File: config.mk
export PLATFORM = sky130hd
export DESIGN_NAME = maxpool_layer
export DESIGN_NICKNAME = d
export VERILOG_FILES = /design/src/rtl/maxpool_layer.sv
export SDC_FILE = /design/constraint.sdc
export NUM_CORES = 1
export LEC_CHECK = 0
export ABC_AREA = 1
export BUFFER_PORTS_ARGS = -buffer_cell sky130_fd_sc_hd__buf_2
export CORE_MARGIN = 2
export CORE_UTILIZATION = 55
export CTS_CLUSTER_SIZE = 12
export DETAILED_ROUTE_END_ITERATION = 12
export PLACE_DENSITY = 0.89
export SKIP_LAST_GASP = 1
export SYNTH_ARGS = -nofsm -noshare
export SYNTH_HDL_FRONTEND = slang
export SYNTH_SLANG_ARGS = --single-unit
export TNS_END_PERCENT = 5
File: constraint.sdc
create_clock -name clk_i -period 5.1 [get_ports clk_i]
set_input_delay 1.02 -clock clk_i [delete_from_list [all_inputs] [get_ports clk_i]]
set_output_delay 1.02 -clock clk_i [all_outputs]
set_load 0.02 [all_outputs]
File: src/rtl/maxpool_layer.sv
// Purpose: 1-D max pooling over POOL_SIZE consecutive frames of INPUT_SIZE
//          signed words; emits one pooled frame per POOL_SIZE input frames.
// Latency: a last-frame word appears on data_r_o one cycle after it is accepted.
// Backpressure: only last-frame words can stall (ready_o low while a result is
//          held unconsumed); earlier frames are accepted whenever valid_i is high.
// Optional: define MAXPOOL_RELU_EN to clamp negative inputs to 0 before pooling.
//
// Ports:
//   clk_i     clock
//   reset_i   synchronous active-high reset
//   valid_i / ready_o / data_r_i   upstream stream (registered signed words)
//   valid_o / ready_i / data_r_o   downstream stream (registered pooled words)
module maxpool_layer #(
   parameter int INPUT_SIZE = 1,
   parameter int POOL_SIZE  = 2,
   parameter int WORD_SIZE  = 16,
   parameter int CH_BITS    = (INPUT_SIZE > 1) ? $clog2(INPUT_SIZE) : 1,
   parameter int FRAME_BITS = (POOL_SIZE > 1)  ? $clog2(POOL_SIZE)  : 1
) (
   input  logic                        clk_i,
   input  logic                        reset_i,
   output logic                        ready_o,
   input  logic                        valid_i,
   input  logic signed [WORD_SIZE-1:0] data_r_i,
   output logic                        valid_o,
   input  logic                        ready_i,
   output logic signed [WORD_SIZE-1:0] data_r_o
);

   localparam logic [CH_BITS-1:0]    CH_LAST    = CH_BITS'(INPUT_SIZE - 1);
   localparam logic [FRAME_BITS-1:0] FRAME_LAST = FRAME_BITS'(POOL_SIZE - 1);

   logic [CH_BITS-1:0]    ch_r;
   logic [FRAME_BITS-1:0] frame_r;

   // Sized to the full counter range so the index never runs past the array.
   logic signed [WORD_SIZE-1:0] max_buf [2**CH_BITS];

   logic                        first;
   logic                        last;
   logic                        in_fire;
   logic                        out_fire;
   logic signed [WORD_SIZE-1:0] din;
   logic signed [WORD_SIZE-1:0] buf_val;
   logic signed [WORD_SIZE-1:0] m;

   assign first    = (frame_r == '0);
   assign last     = (frame_r == FRAME_LAST);

   // Only a last-frame word needs the output register, so only it can stall.
   assign ready_o  = !reset_i && (!last || !valid_o || ready_i);
   assign in_fire  = valid_i && ready_o;
   assign out_fire = valid_o && ready_i;

`ifdef MAXPOOL_RELU_EN
   assign din = data_r_i[WORD_SIZE-1] ? '0 : data_r_i;
`else
   assign din = data_r_i;
`endif

   assign buf_val = max_buf[ch_r];

   // Frame 0 overwrites the buffer, so it never needs a reset; ties keep buf.
   assign m = first ? din : ((din > buf_val) ? din : buf_val);

   always_ff @(posedge clk_i) begin
      if (in_fire && !last) begin
         max_buf[ch_r] <= m;
      end
   end

   always_ff @(posedge clk_i) begin
      if (reset_i) begin
         ch_r     <= '0;
         frame_r  <= '0;
         valid_o  <= 1'b0;
         data_r_o <= '0;
      end else begin
         // Drain first; a same-cycle last-frame accept below re-asserts valid_o.
         if (out_fire) begin
            valid_o <= 1'b0;
         end
         if (in_fire) begin
            if (last) begin
               data_r_o <= m;
               valid_o  <= 1'b1;
            end
            if (ch_r == CH_LAST) begin
               ch_r    <= '0;
               frame_r <= last ? '0 : frame_r + 1'b1;
            end else begin
               ch_r <= ch_r + 1'b1;
            end
         end
      end
   end

endmodule

**After elaboration in Yosys (flattened, before gate mapping)**

Memory sizes are Yosys's and may differ from the RTL's. A register that Yosys moved wholly into a read port is not among the register bits.
Index checks and enable logic that the tools add are counted.
W data, S select, Z words.

- Add/subtract/negate cells: 2
- Mux-type cells: 11
- $lt $le $gt $ge: 1
- Reduce and logical (&&, ||, !) cells: 11
- Bitwise gates (word level): 1

Operator list:

| cell | count |
|---|---|
| $mux W16 | 2 |
| $gt A16 B16 Y1 | 1 |
| $mux W1 | 9 |
| $logic_and A1 B1 Y1 | 4 |
| $reduce_and A2 Y1 | 2 |
| $logic_not A1 Y1 | 3 |
| $add A1 B1 Y1 const B | 2 |
| $logic_or A1 B1 Y1 | 2 |
| $not A1 Y1 | 1 |

- Memory bits (writable): 32
- Memories kept: 1
- Flip-flop bits (word level): 19

Memory list:

| memory | depth | width | read ports | clocked after memory_dff | write ports | RTL line | text |
|---|---|---|---|---|---|---|---|
| max_buf | 2 | 16 | 1 | 1 | 1 | 37 | `logic signed [WORD_SIZE-1:0] max_buf [2**CH_BITS];` |

**Logic depth before layout (Yosys ltp)**

Gate-level depths: netlist of the first run.

- Depth after elaboration: 8
- Mapped depth: 17
- Mapped depth without buffers: 16

**Worst setup path after synthesis of the first run**

OpenSTA, ideal clock, no wires.

- Path kind: input to register
- Start: input port ready_i
- End: memory max_buf[0][0] (enable)
- Stages: 4
- Data required time: 4712 ps
- Setup slack: 2426 ps
- Arrival time: 2286 ps
- Path through: nor2_1 -> a21oi_1 -> nand2_1 -> nor2_1

- Longest elaborated chain between the ends: 6

Ends and longest elaborated chain:

| item | RTL line | text |
|---|---|---|
| start: declaration | 26 | `input logic ready_i,` |
| $logic_or A1 B1 Y1 | 51 | `assign ready_o = !reset_i && (!last \|\| !valid_o \|\| ready_i);` |
| $logic_and A1 B1 Y1 | 51 |  |
| named net ready_o | 22 | `output logic ready_o,` |
| $logic_and A1 B1 Y1 | 52 | `assign in_fire = valid_i && ready_o;` |
| $logic_and A1 B1 Y1 | 67 | `if (in_fire && !last) begin` |
| $mux W1 | 67 |  |
| $mux W1 (implied by the code) | 68 | `max_buf[ch_r] <= m;` |
| end: declaration | 37 |  |

The timed path passes the listed nets, and every way through them passes these cells.

**Worst setup path after layout of the first run**

- Start: input port data_r_i[15]
- End: memory max_buf[0][7] (data pin)

- Longest elaborated chain between the ends: 3

Ends and longest elaborated chain:

| item | RTL line | text |
|---|---|---|
| start: declaration | 24 | `input logic signed [WORD_SIZE-1:0] data_r_i,` |
| $gt A16 B16 Y1 | 64 | `assign m = first ? din : ((din > buf_val) ? din : buf_val);` |
| $mux W16 (2 in a row) | 64 |  |
| named net m[7] | 45 | `logic signed [WORD_SIZE-1:0] m;` |

The timed path passes the listed nets, and every way through them passes these cells.

==> results of run 1 <==
## final timing paths
check / from / to / cells past startpoint
max reg2reg: max_buf[0][7] / max_buf[0][7] / 12
min: data_r_o[6] / data_r_o[6] / 2
min reg2reg: data_r_o[6] / data_r_o[6] / 2
max: data_r_i[15] / max_buf[0][7] / 12
## per-stage QoR
step | utilization [%] | cells | cell area (sq um) | power, mW | hold slack [ns]
6_report | 63.9 | 331 | 2310 | 0.614 | 0.449
5_1_grt | 63.9 | 331 | 2310 | 0.647 | 0.474
4_1_cts | 63.9 | 331 | 2310 | 0.618 | 0.453
3_5_place_dp | 61.8 | 324 | 2230 | 0.435 | 0.438
3_3_place_gp | 61.8 | 324 | 2230 | 0.430 | 0.436
2_1_floorplan | - | 244 | 2030 | 0.406 | 0.527
## routing by layer
layer | vias to the layer above | wire length, um | GRT usage [%]
met5 | - | 0 | 0
met4 | 0 | 53 | 6.38
met3 | 6 | 158 | 5.21
met2 | 30 | 1940 | 36.7
met1 | 742 | 1690 | 24.7
li1 | 848 | - | -
## logic make-up (layout without fill, tap and decap cells)
family,count (synthesis),in the layout
compound gates,7,7
fa+ha+maj,16,16
buf+inv,50,89
flops,34,34
simple gates,137,137
## flip-flops by register name, indices dropped and copies added (netlist names)
| name | cells |
|---|---|
| valid_o | 1 |
| max_buf | 16 |
| data_r_o | 16 |
| frame_r | 1 |
## layout make-up
cell class                      count  area, sq um  share of cell area [%]
Tap cell                           48         60.1                    2.60
Timing Repair Buffer               38          193                    8.36
Inverter                           44          165                    7.16
Clock buffer                        5         68.8                    2.98
Clock inverter                      2         10.0                   0.434
Sequential cell                    34          841                    36.5
Multi-Input combinational cell    160          968                    42.0
## worst max-delay path: stages
cell and delay, ns:
buf_2 0.11, ha_1 0.34, nand4_1 0.17, inv_1 0.08, nand2_1 0.05, nand2_1 0.06
nor2_1 0.05, nand3_2 0.08, nand3_4 0.21, nand2_4 0.38, nand2_1 0.11, and2_1 0.16
## power by group
| part | leakage, nW | switching (mW) | internal (mW) | total [mW] |
|---|---|---|---|---|
| Combinational | 0.897 | 0.0729 | 0.0442 | 0.117 |
| Clock | 0.0438 | 0.0940 | 0.0914 | 0.185 |
| Sequential | 0.295 | 0.00907 | 0.303 | 0.312 |
| Total | 1.24 | 0.176 | 0.438 | 0.614 |
## cells in the final DEF, fill, tap and decap left out, drive strengths merged
cell type   n
clkinv      2
clkbuf      5
nand2      70
ha         16
edfxtp     16
buf        38
a21o        1
o21a        1
inv        44
a21oi       4
o21ai       1
nor2       11
and2       16
nand4       1
nand3b      1
nand3      38
dfxtp      18
==> flow_summary_export.csv, run 1 <==
group,metric,value,unit
run_status,status,"finished, final reports clean",
clock_tree,clk_latency,0.29,ns
sta,worst_pin_slew,0.788,ns
detailed_routing,wirelength,3850,um
sta,maxSlewViolCount,0,
layout,post_route_cells_drive_above_1_share,23.0,%
sta,slew_headroom,47.4,%
grt,antenna_found_initial,0,
detailed_routing,drc_errors,0,
logic_synthesis,synthFlopType,"dfxtp_1",
setup_path,reg2reg_slack,2.77,ns
logic_synthesis,synth.largest_area_cell,"edfxtp_1",
clock_tree,cts_hold_buf,0,
power_and_ir_drop,leakage,1.24,nW
logic_synthesis,synth_fa_ha_area_share,9.88,%
logic_synthesis,ys_types,25,
clock_tree,cts_buffers,5,
detailed_routing,ant_nets,0,
placed_design,hpwl,2860,um
sta,setup_viol,0,
detailed_routing,drt_iter0_drc,68,
clock_tree,cts_htree_levels,2,
setup_path,cp.arrival,2.84,ns
floorplanning,dieArea,4190,sq um
sta,setup_tns,0,ns
logic_synthesis,syn_area_per_cell,8.31,sq um
placed_design,port_buffers,37,
floorplanning,fp.dieH,64.7,um
logic_synthesis,synth_most_common_cell,"nand2_1",
clock_tree,cts_resized,0,
logic_synthesis,synth_edf_count,16,
clock_tree,cts_sinks,34,
floorplanning,coreArea,3610,sq um
logic_synthesis,synth_top_family_by_area,"simple AND/OR/NAND/NOR gates",
logic_synthesis,synth-compound-area-share,1.98,%
clock_tree,clockBufferDepth,2,
layout,antennaDiodeCount,0,
floorplanning,fp.dieW,64.7,um
logic_synthesis,synth-simple-area-share,35.9,%
sta,hold_viol_final,0,
grt,grt_max_degree,22,
power_and_ir_drop,ir_worst_vdd,0.184,mV
floorplanning,num_rows,22,
setup_path,crit_required,5.15,ns
setup_path,critical_path.max_fanout,17,
sta,clock_skew,0.00632,ns
layout,nets,319,
clock_tree,cts_tree,"built",
sta,rsz0062_at_grt,"false",
setup_path,crit_path_start_kind,"primary input",
grt,track_usage,20.8,%
clock_tree,path_clk_slew,0.07,ns
logic_synthesis,ys.warnings.count,0,
logic_synthesis,synth-seq-cells,34,
sta,min_period_over_period,54.7,%
power_and_ir_drop,pwr_density_cell,266,nW/um^2
layout,fillCellCount,332,
grt,grt_pass1_vias,1548,
setup_path,path_class,"primary input to flip-flop",
clock_tree,cts_root_buf,"clkbuf_8",
sta,fin_crit,2.79,ns
clock_tree,cts_setup_buffers,0,
sta,fmax,0.358,GHz
detailed_routing,firstDrtPassIters,4,
logic_synthesis,yosys-top-cells-count,"56 x nand2_1, 43 x inv_1, 36 x nand3_1",
detailed_routing,vias_per_cell,4.91,
floorplanning,ioPinCount,38,
logic_synthesis,synth_area_leaders,"edfxtp_1 24%, dfxtp_1 18%, nand2_1 10%",
placed_design,routabilityCongestion,0.822,
grt,grt_overflow_total,0,
logic_synthesis,syn_nets,280,
setup_path,worst_setup_path_end_kind,"flip-flop",
sta,worst_slack,2.31,ns
logic_synthesis,synth.cell_area,2030,sq um
run,maxCapViolations,0,
detailed_routing,via_count,1626,
layout,synthToLayoutAreaGrowth,13.8,%
floorplanning,start_util,56.2,%
logic_synthesis,synth_seq_area_share,41.5,%
logic_synthesis,synthArstFlopShare,0,%
worst_hold_path,min_path_type,"flip-flop to flip-flop",
placed_design,pre_cts_ws,2.00,ns
detailed_routing,avgRoutedWirePerCell,11.6,um
logic_synthesis,synth_xor_area_share,0,%
logic_synthesis,synth_mux_area_share,0,%
logic_synthesis,synthCells,244,
grt,grt_pass1_wl,6680,um
logic_synthesis,yosysTopAreaCellShare,23.7,%
Power figures use the tool's default switching activity.
==> run 2: changes to the inputs <==
Settings changed: ABC_AREA 1 to 0.
Clock period 5.1 ns to 2.8 ns, I/O delays scaled along.
==> run 2 against run 1 <==
  * Global-route usage increased by 4.3 points
  * Via count increased by 6.9%
  * Utilization up 2.7 points
  * Sequential share of layout area down 1.8 points
  * Non-clock buffer count grew 10
  * Design area grew 5.0%
  * Count of clock-buffer cells in the layout up 2
  * Flip-flop and latch count unchanged
  * Cell count fell by 16%
  * Register-to-register slack lost 2.5 ns
  * Clock skew down 0.0022 ns
  * Setup slack lost 2.0 ns
==> flow_summary_export.csv, run 2 <==
group,metric,value,unit
run_status,status,"finished, final reports clean",
setup_path,critical_path.max_fanout,8,
logic_synthesis,yosys-top-cells-count,"18 x dfxtp_1, 18 x inv_1",
setup_path,cp_cell_sequence,"inv_1, ha_1, nand4_1, nor2_2, or3b_4, o221ai_4, buf_4, mux2_2",
placed_design,placed_cells,271,
power_and_ir_drop,p_int,0.845,mW
detailed_routing,top_layer_used,"met4",
power_and_ir_drop,pwr-share-comb,19.4,%
grt,grt_max_degree,21,
layout,fin_area,2420,sq um
placed_design,pre_cts_ws,0.0350,ns
layout,final-seq-area,841,sq um
logic_synthesis,synthCells,187,
power_and_ir_drop,leakage,1.03,nW
detailed_routing,ant_nets,0,
power_and_ir_drop,ir_worst_vdd,0.200,mV
floorplanning,coreArea,3630,sq um
setup_path,crit_path_start_kind,"flip-flop",
layout,largestRegisters,"data_r_o (16), max_buf (16)",
worst_hold_path,min_path_type,"flip-flop to flip-flop",
floorplanning,fp.dieW,65.4,um
detailed_routing,vias_per_cell,6.23,
setup_path,path_class,"flip-flop to flip-flop",
logic_synthesis,ys_types,38,
clock_tree,clockBufferDepth,2,
floorplanning,fp.dieH,65.4,um
sta,hold_viol_final,0,
floorplanning,start_util,57.1,%
floorplanning,ioPinCount,38,
layout,nets,266,
power_and_ir_drop,p_total,1.17,mW
sta,setup_tns,0,ns
sta,setup_viol,0,
logic_synthesis,synth_area_leaders,"edfxtp_1 23%, dfxtp_1 17%, ha_1 9.7%",
logic_synthesis,syn_area_per_cell,11.1,sq um
layout,fin_cells,279,
sta,rsz0062_at_grt,"false",
sta,slew_headroom,53.4,%
clock_tree,cts_buffers,5,
logic_synthesis,synth-seq-cells,34,
logic_synthesis,syn_nets,223,
sta,whs,0.514,ns
detailed_routing,via_count,1739,
setup_path,crit_required,2.84,ns
setup_path,r2r_cells,8,
layout,post_route_cells_drive_above_1_share,33.3,%
setup_path,cp.depth,8,
detailed_routing,firstDrtPassIters,4,
setup_path,crit_family,"simple AND/OR/NAND/NOR gates",
setup_path,cp_slowest_cell,"or3b_4",
clock_tree,cts_sinks,34,
placed_design,routabilityCongestion,0.889,
logic_synthesis,synth_seq_area_share,40.6,%
setup_path,cp.arrival,2.54,ns
logic_synthesis,synth.largest_area_cell,"edfxtp_1",
sta,clock_skew,0.00412,ns
sta,worst_pin_slew,0.699,ns
logic_synthesis,synth_edf_count,16,
clock_tree,cts_root_buf,"clkbuf_8",
power_and_ir_drop,p_seq_share,48.5,%
logic_synthesis,ys.warnings.count,0,
clock_tree,cts_resized,0,
layout,utilization,66.7,%
clock_tree,clk_latency,0.29,ns
detailed_routing,wl_met2,2300,um
worst_hold_path,whs_path_depth,2,
layout,fillCellCount,290,
layout,final_cell_mix,"37 x buf_2, 18 x inv_1, 18 x dfxtp_1",
grt,grt_overflow_total,0,
run,maxCapViolations,0,
clock_tree,cts_setup_buffers,0,
placed_design,port_buffers,37,
logic_synthesis,synth.cell_area,2070,sq um
sta,worst_slack,0.303,ns
power_and_ir_drop,p_sw,0.322,mW
placed_design,hpwl,3440,um
grt,grt_pass1_wl,8000,um
logic_synthesis,synthFlopType,"dfxtp_1",
setup_path,critPathMaxStageDelay,0.42,ns
detailed_routing,avgRoutedWirePerCell,17.6,um
grt,antenna_found_initial,0,
detailed_routing,drt_iter0_drc,169,
layout,multiInputGateArea,1090,sq um
grt,track_usage,25.1,%
clock_tree,cts_tree,"built",
power_and_ir_drop,pwr_density_cell,482,nW/um^2
sta,min_period_over_period,89.2,%
layout,synthToLayoutAreaGrowth,16.8,%
logic_synthesis,yosysTopAreaCellShare,23.2,%
detailed_routing,wirelength,4920,um
clock_tree,cts_hold_buf,0,
placed_design,placed_area,2330,sq um
grt,grt_pass1_vias,1628,
detailed_routing,met1Wirelength,2180,um
detailed_routing,drc_errors,0,
floorplanning,num_rows,22,
setup_path,timing.critical_path.buf_inv,2,
floorplanning,dieArea,4280,sq um
sta,fin_crit,2.50,ns
logic_synthesis,synthArstFlopShare,0,%
detailed_routing,wl_met3,318,um
sta,fmax,0.401,GHz
clock_tree,path_clk_slew,0.07,ns
setup_path,worst_setup_path_end_kind,"flip-flop",
clock_tree,cts_htree_levels,2,
layout,antennaDiodeCount,0,
sta,maxSlewViolCount,0,
power_and_ir_drop,p_clk_share,32.1,%
layout,mostFrequentLayoutCell,"buf_2",
power_and_ir_drop,switching_share,27.6,%
run 2: changes by cell type after synthesis, moves of 5 or more:
cell       delta
nor2_1        -5
mux2_2        +6
o2111ai_1    +16
nand3_1      -35
nand2_4      -11
mux2_4       +10
nand3b_1     +15
inv_1        -25
o311ai_0     +14
nand2_1      -49
clkbuf_1      +9
and2_1       -15
run 2: metal layers:
| metal | vias to the layer above | global-route usage (%) |
|---|---|---|
| met2 | 68 | 42.5 |
| met4 | 0 | 7.81 |
| met1 | 833 | 32.0 |
| met3 | 14 | 5.65 |
| li1 | 824 | - |
| met5 | - | 0 |
run 2: power groups by stage:
stage	Sequential, mW	Clock, mW	Combinational, mW
detailed placement	0.577	0	0.222
global route	0.569	0.394	0.247
CTS	0.566	0.376	0.225
floorplan	0.592	0	0.134
finish	0.566	0.374	0.227
global placement	0.575	0	0.215
run 2: cells by family (layout without fill, tap and decap cells):
group | Yosys count | count (layout) | share of synthesized area [%]
compound gates | 50 | 50 | 20.4
simple gates | 41 | 41 | 12.3
flops | 34 | 34 | 40.6
buf+inv | 30 | 74 | 6.64
fa+ha+maj | 16 | 16 | 9.66
mux | 16 | 16 | 10.5
run 2: tightest hold or removal path, cell delays in order (launching register included):
cell	delay [ns]
dfxtp_1	0.31
nand3b_1	0.08
o211ai_1	0.07
run 2: area by class of cell:
cell class | count | area share (%)
clock buffers | 7 | 3.56
clock inverters | 1 | 0.207
inverters | 18 | 2.79
multi-input cells | 123 | 45.2
flip-flops and latches | 34 | 34.7
well taps | 48 | 2.48
repair buffers | 48 | 11.1
run 2: final timing paths:
check                       from             to  slack [ns]
setup reg to reg  max_buf[0][13]  max_buf[0][8]        0.30
hold reg to reg      data_r_o[0]    data_r_o[0]        0.51
hold / removal       data_r_o[0]    data_r_o[0]        0.51
setup / recovery  max_buf[0][13]  max_buf[0][8]        0.30
==> run 3: changes to the inputs <==
Settings changed: CORE_MARGIN 2 to 8, HOLD_SLACK_MARGIN set to 0.15.
==> run 3 against run 2 <==
  * Cell count down 1.1%
  * Utilization down 0.52 points
  * Combinational power up 2%
  * Total power up 0.82%
  * Non-clock buffer count down 3
  * First-iteration DRC count up 70%
  * Flip-flop and latch count unchanged
  * Sequential power about the same
  * Critical path depth unchanged
  * Sequential share of layout area up 0.27 points
  * Maximum frequency down 3.0%
  * Highest routed layer unchanged
==> flow_summary_export.csv, run 3 (synthesis results as in run 2) <==
group,metric,value,unit
setup_path,worst_setup_path_end_kind,"flip-flop",
clock_tree,cts_hold_buf,0,
layout,post_route_cells_drive_above_1_share,32.9,%
floorplanning,fp.dieH,77.4,um
sta,worst_pin_slew,0.789,ns
sta,min_period_over_period,92.0,%
setup_path,crit_path_start_kind,"flip-flop",
layout,mostFrequentLayoutCell,"buf_2",
placed_design,placed_cells,268,
layout,fin_area,2400,sq um
setup_path,crit_family,"compound AO/OA/AOI/OAI gates",
floorplanning,num_rows,22,
floorplanning,coreArea,3630,sq um
layout,final_cell_mix,"37 x buf_2, 18 x inv_1, 18 x dfxtp_1",
floorplanning,dieArea,5990,sq um
clock_tree,cts_resized,0,
sta,fmax,0.388,GHz
grt,antenna_found_initial,0,
clock_tree,cts_sinks,34,
setup_path,path_class,"flip-flop to flip-flop",
layout,fin_cells,276,
power_and_ir_drop,p_int,0.844,mW
worst_hold_path,min_path_type,"flip-flop to flip-flop",
sta,rsz0062_at_grt,"false",
setup_path,crit_required,2.85,ns
power_and_ir_drop,pwr-share-comb,19.7,%
grt,grt_max_degree,21,
power_and_ir_drop,pwr_density_cell,490,nW/um^2
grt,grt_use_met3,5.30,%
run,maxCapViolations,0,
setup_path,cp.arrival,2.62,ns
power_and_ir_drop,p_seq_share,48.1,%
power_and_ir_drop,p_clk_share,32.2,%
grt,grt_pass1_vias,1962,
grt,track_usage,19.2,%
detailed_routing,avgRoutedWirePerCell,20.1,um
detailed_routing,drt_iter0_drc,288,
placed_design,placed_area,2310,sq um
sta,clock_skew,0.00787,ns
layout,nets,263,
setup_path,cp_slowest_cell,"o21ai_0",
grt,gr-usage-met2,31.2,%
sta,setup_tns,0,ns
sta,fin_crit,2.58,ns
setup_path,critPathMaxStageDelay,0.43,ns
sta,hold_viol_final,0,
grt,top_usage_layer,"met2",
detailed_routing,firstDrtPassIters,5,
clock_tree,cts_buffers,5,
placed_design,pre_cts_ws,0.0313,ns
layout,largestRegisters,"data_r_o (16), max_buf (16)",
sta,setup_viol,0,
grt,grt_pass1_wl,9310,um
power_and_ir_drop,ir_worst_vdd,0.239,mV
setup_path,timing.critical_path.buf_inv,2,
sta,maxSlewViolCount,0,
power_and_ir_drop,switching_share,28.3,%
power_and_ir_drop,leakage,1.02,nW
clock_tree,clockBufferDepth,2,
floorplanning,ioPinCount,38,
floorplanning,fp.dieW,77.4,um
clock_tree,cts_root_buf,"clkbuf_8",
sta,slew_headroom,47.4,%
grt,grtUsageMet1,21.5,%
clock_tree,cts_tree,"built",
clock_tree,cts_htree_levels,2,
placed_design,hpwl,3890,um
setup_path,critical_path.max_fanout,9,
detailed_routing,ant_nets,0,
clock_tree,path_clk_slew,0.07,ns
clock_tree,cts_setup_buffers,0,
run_status,status,"finished, final reports clean",
placed_design,routabilityCongestion,0.911,
power_and_ir_drop,p_sw,0.333,mW
detailed_routing,via_count,1822,
layout,antennaDiodeCount,0,
detailed_routing,drc_errors,0,
floorplanning,start_util,57.1,%
grt,grt_overflow_total,0,
placed_design,port_buffers,37,
detailed_routing,wirelength,5530,um
sta,worst_slack,0.225,ns
setup_path,cp_cell_sequence,"inv_1, ha_1, nand2_1, o21ai_0, a211oi_2, o221ai_4, buf_4, mux2_2",
layout,synthToLayoutAreaGrowth,15.9,%
clock_tree,clk_latency,0.30,ns
detailed_routing,vias_per_cell,6.60,
run 3: cell types whose count changed in the layout (fill, tap and decap cells not counted), sizes merged:
| cell | before | now |
|---|---|---|
| buf | 48 | 45 |
run 3: metal layers:
layer  part of all wire (%)  up-vias
li1                       -      819
met1                     40      860
met2                     49      123
met3                    8.9       20
met4                    2.3        0
met5                      0        -
run 3: per-stage QoR:
stage	total power, mW	hold WS, ns	utilization [%]
after global placement	0.789	0.500	63.5
after detailed placement	0.801	0.508	63.5
after CTS	1.17	0.527	66.0
after global routing	1.22	0.558	66.2
final	1.18	0.531	66.2
after floorplan	0.726	0.543	-
run 3: path summary, 6_finish.rpt:
path / endpoint / cells after the start / slack [ns] / start
hold / removal: data_r_o[9] / 2 / 0.53 / data_r_o[9]
setup reg to reg: max_buf[0][12] / 8 / 0.22 / max_buf[0][13]
hold reg to reg: data_r_o[9] / 2 / 0.53 / data_r_o[9]
setup / recovery: max_buf[0][12] / 8 / 0.22 / max_buf[0][13]
run 3: layout make-up:
type,instances,area [sq um]
sequential,34,841
multi-input combinational,123,1100
fill,278,1230
timing repair buffer,45,245
inverter,18,67.6
clock inverter,1,5.00
tap,48,60.1
clock buffer,7,86.3
run 3: worst reg2reg max path, delay by kind of cell, from the launching register on:
family	cells	cell delay [ns]
adder cells (fa/ha/maj)	1	0.32
AND/OR/NAND/NOR	1	0.06
AO/OA/AOI/OAI	3	0.86
multiplexers	1	0.36
flip-flops	1	0.39
buffers and inverters	2	0.32
run 3: power by group through the flow:
stage,clock (mW),sequential [mW],combinational [mW]
2_1_floorplan,0,0.592,0.134
3_3_place_gp,0,0.575,0.214
3_5_place_dp,0,0.577,0.224
4_1_cts,0.379,0.566,0.228
5_1_grt,0.402,0.569,0.253
6_report,0.379,0.566,0.232
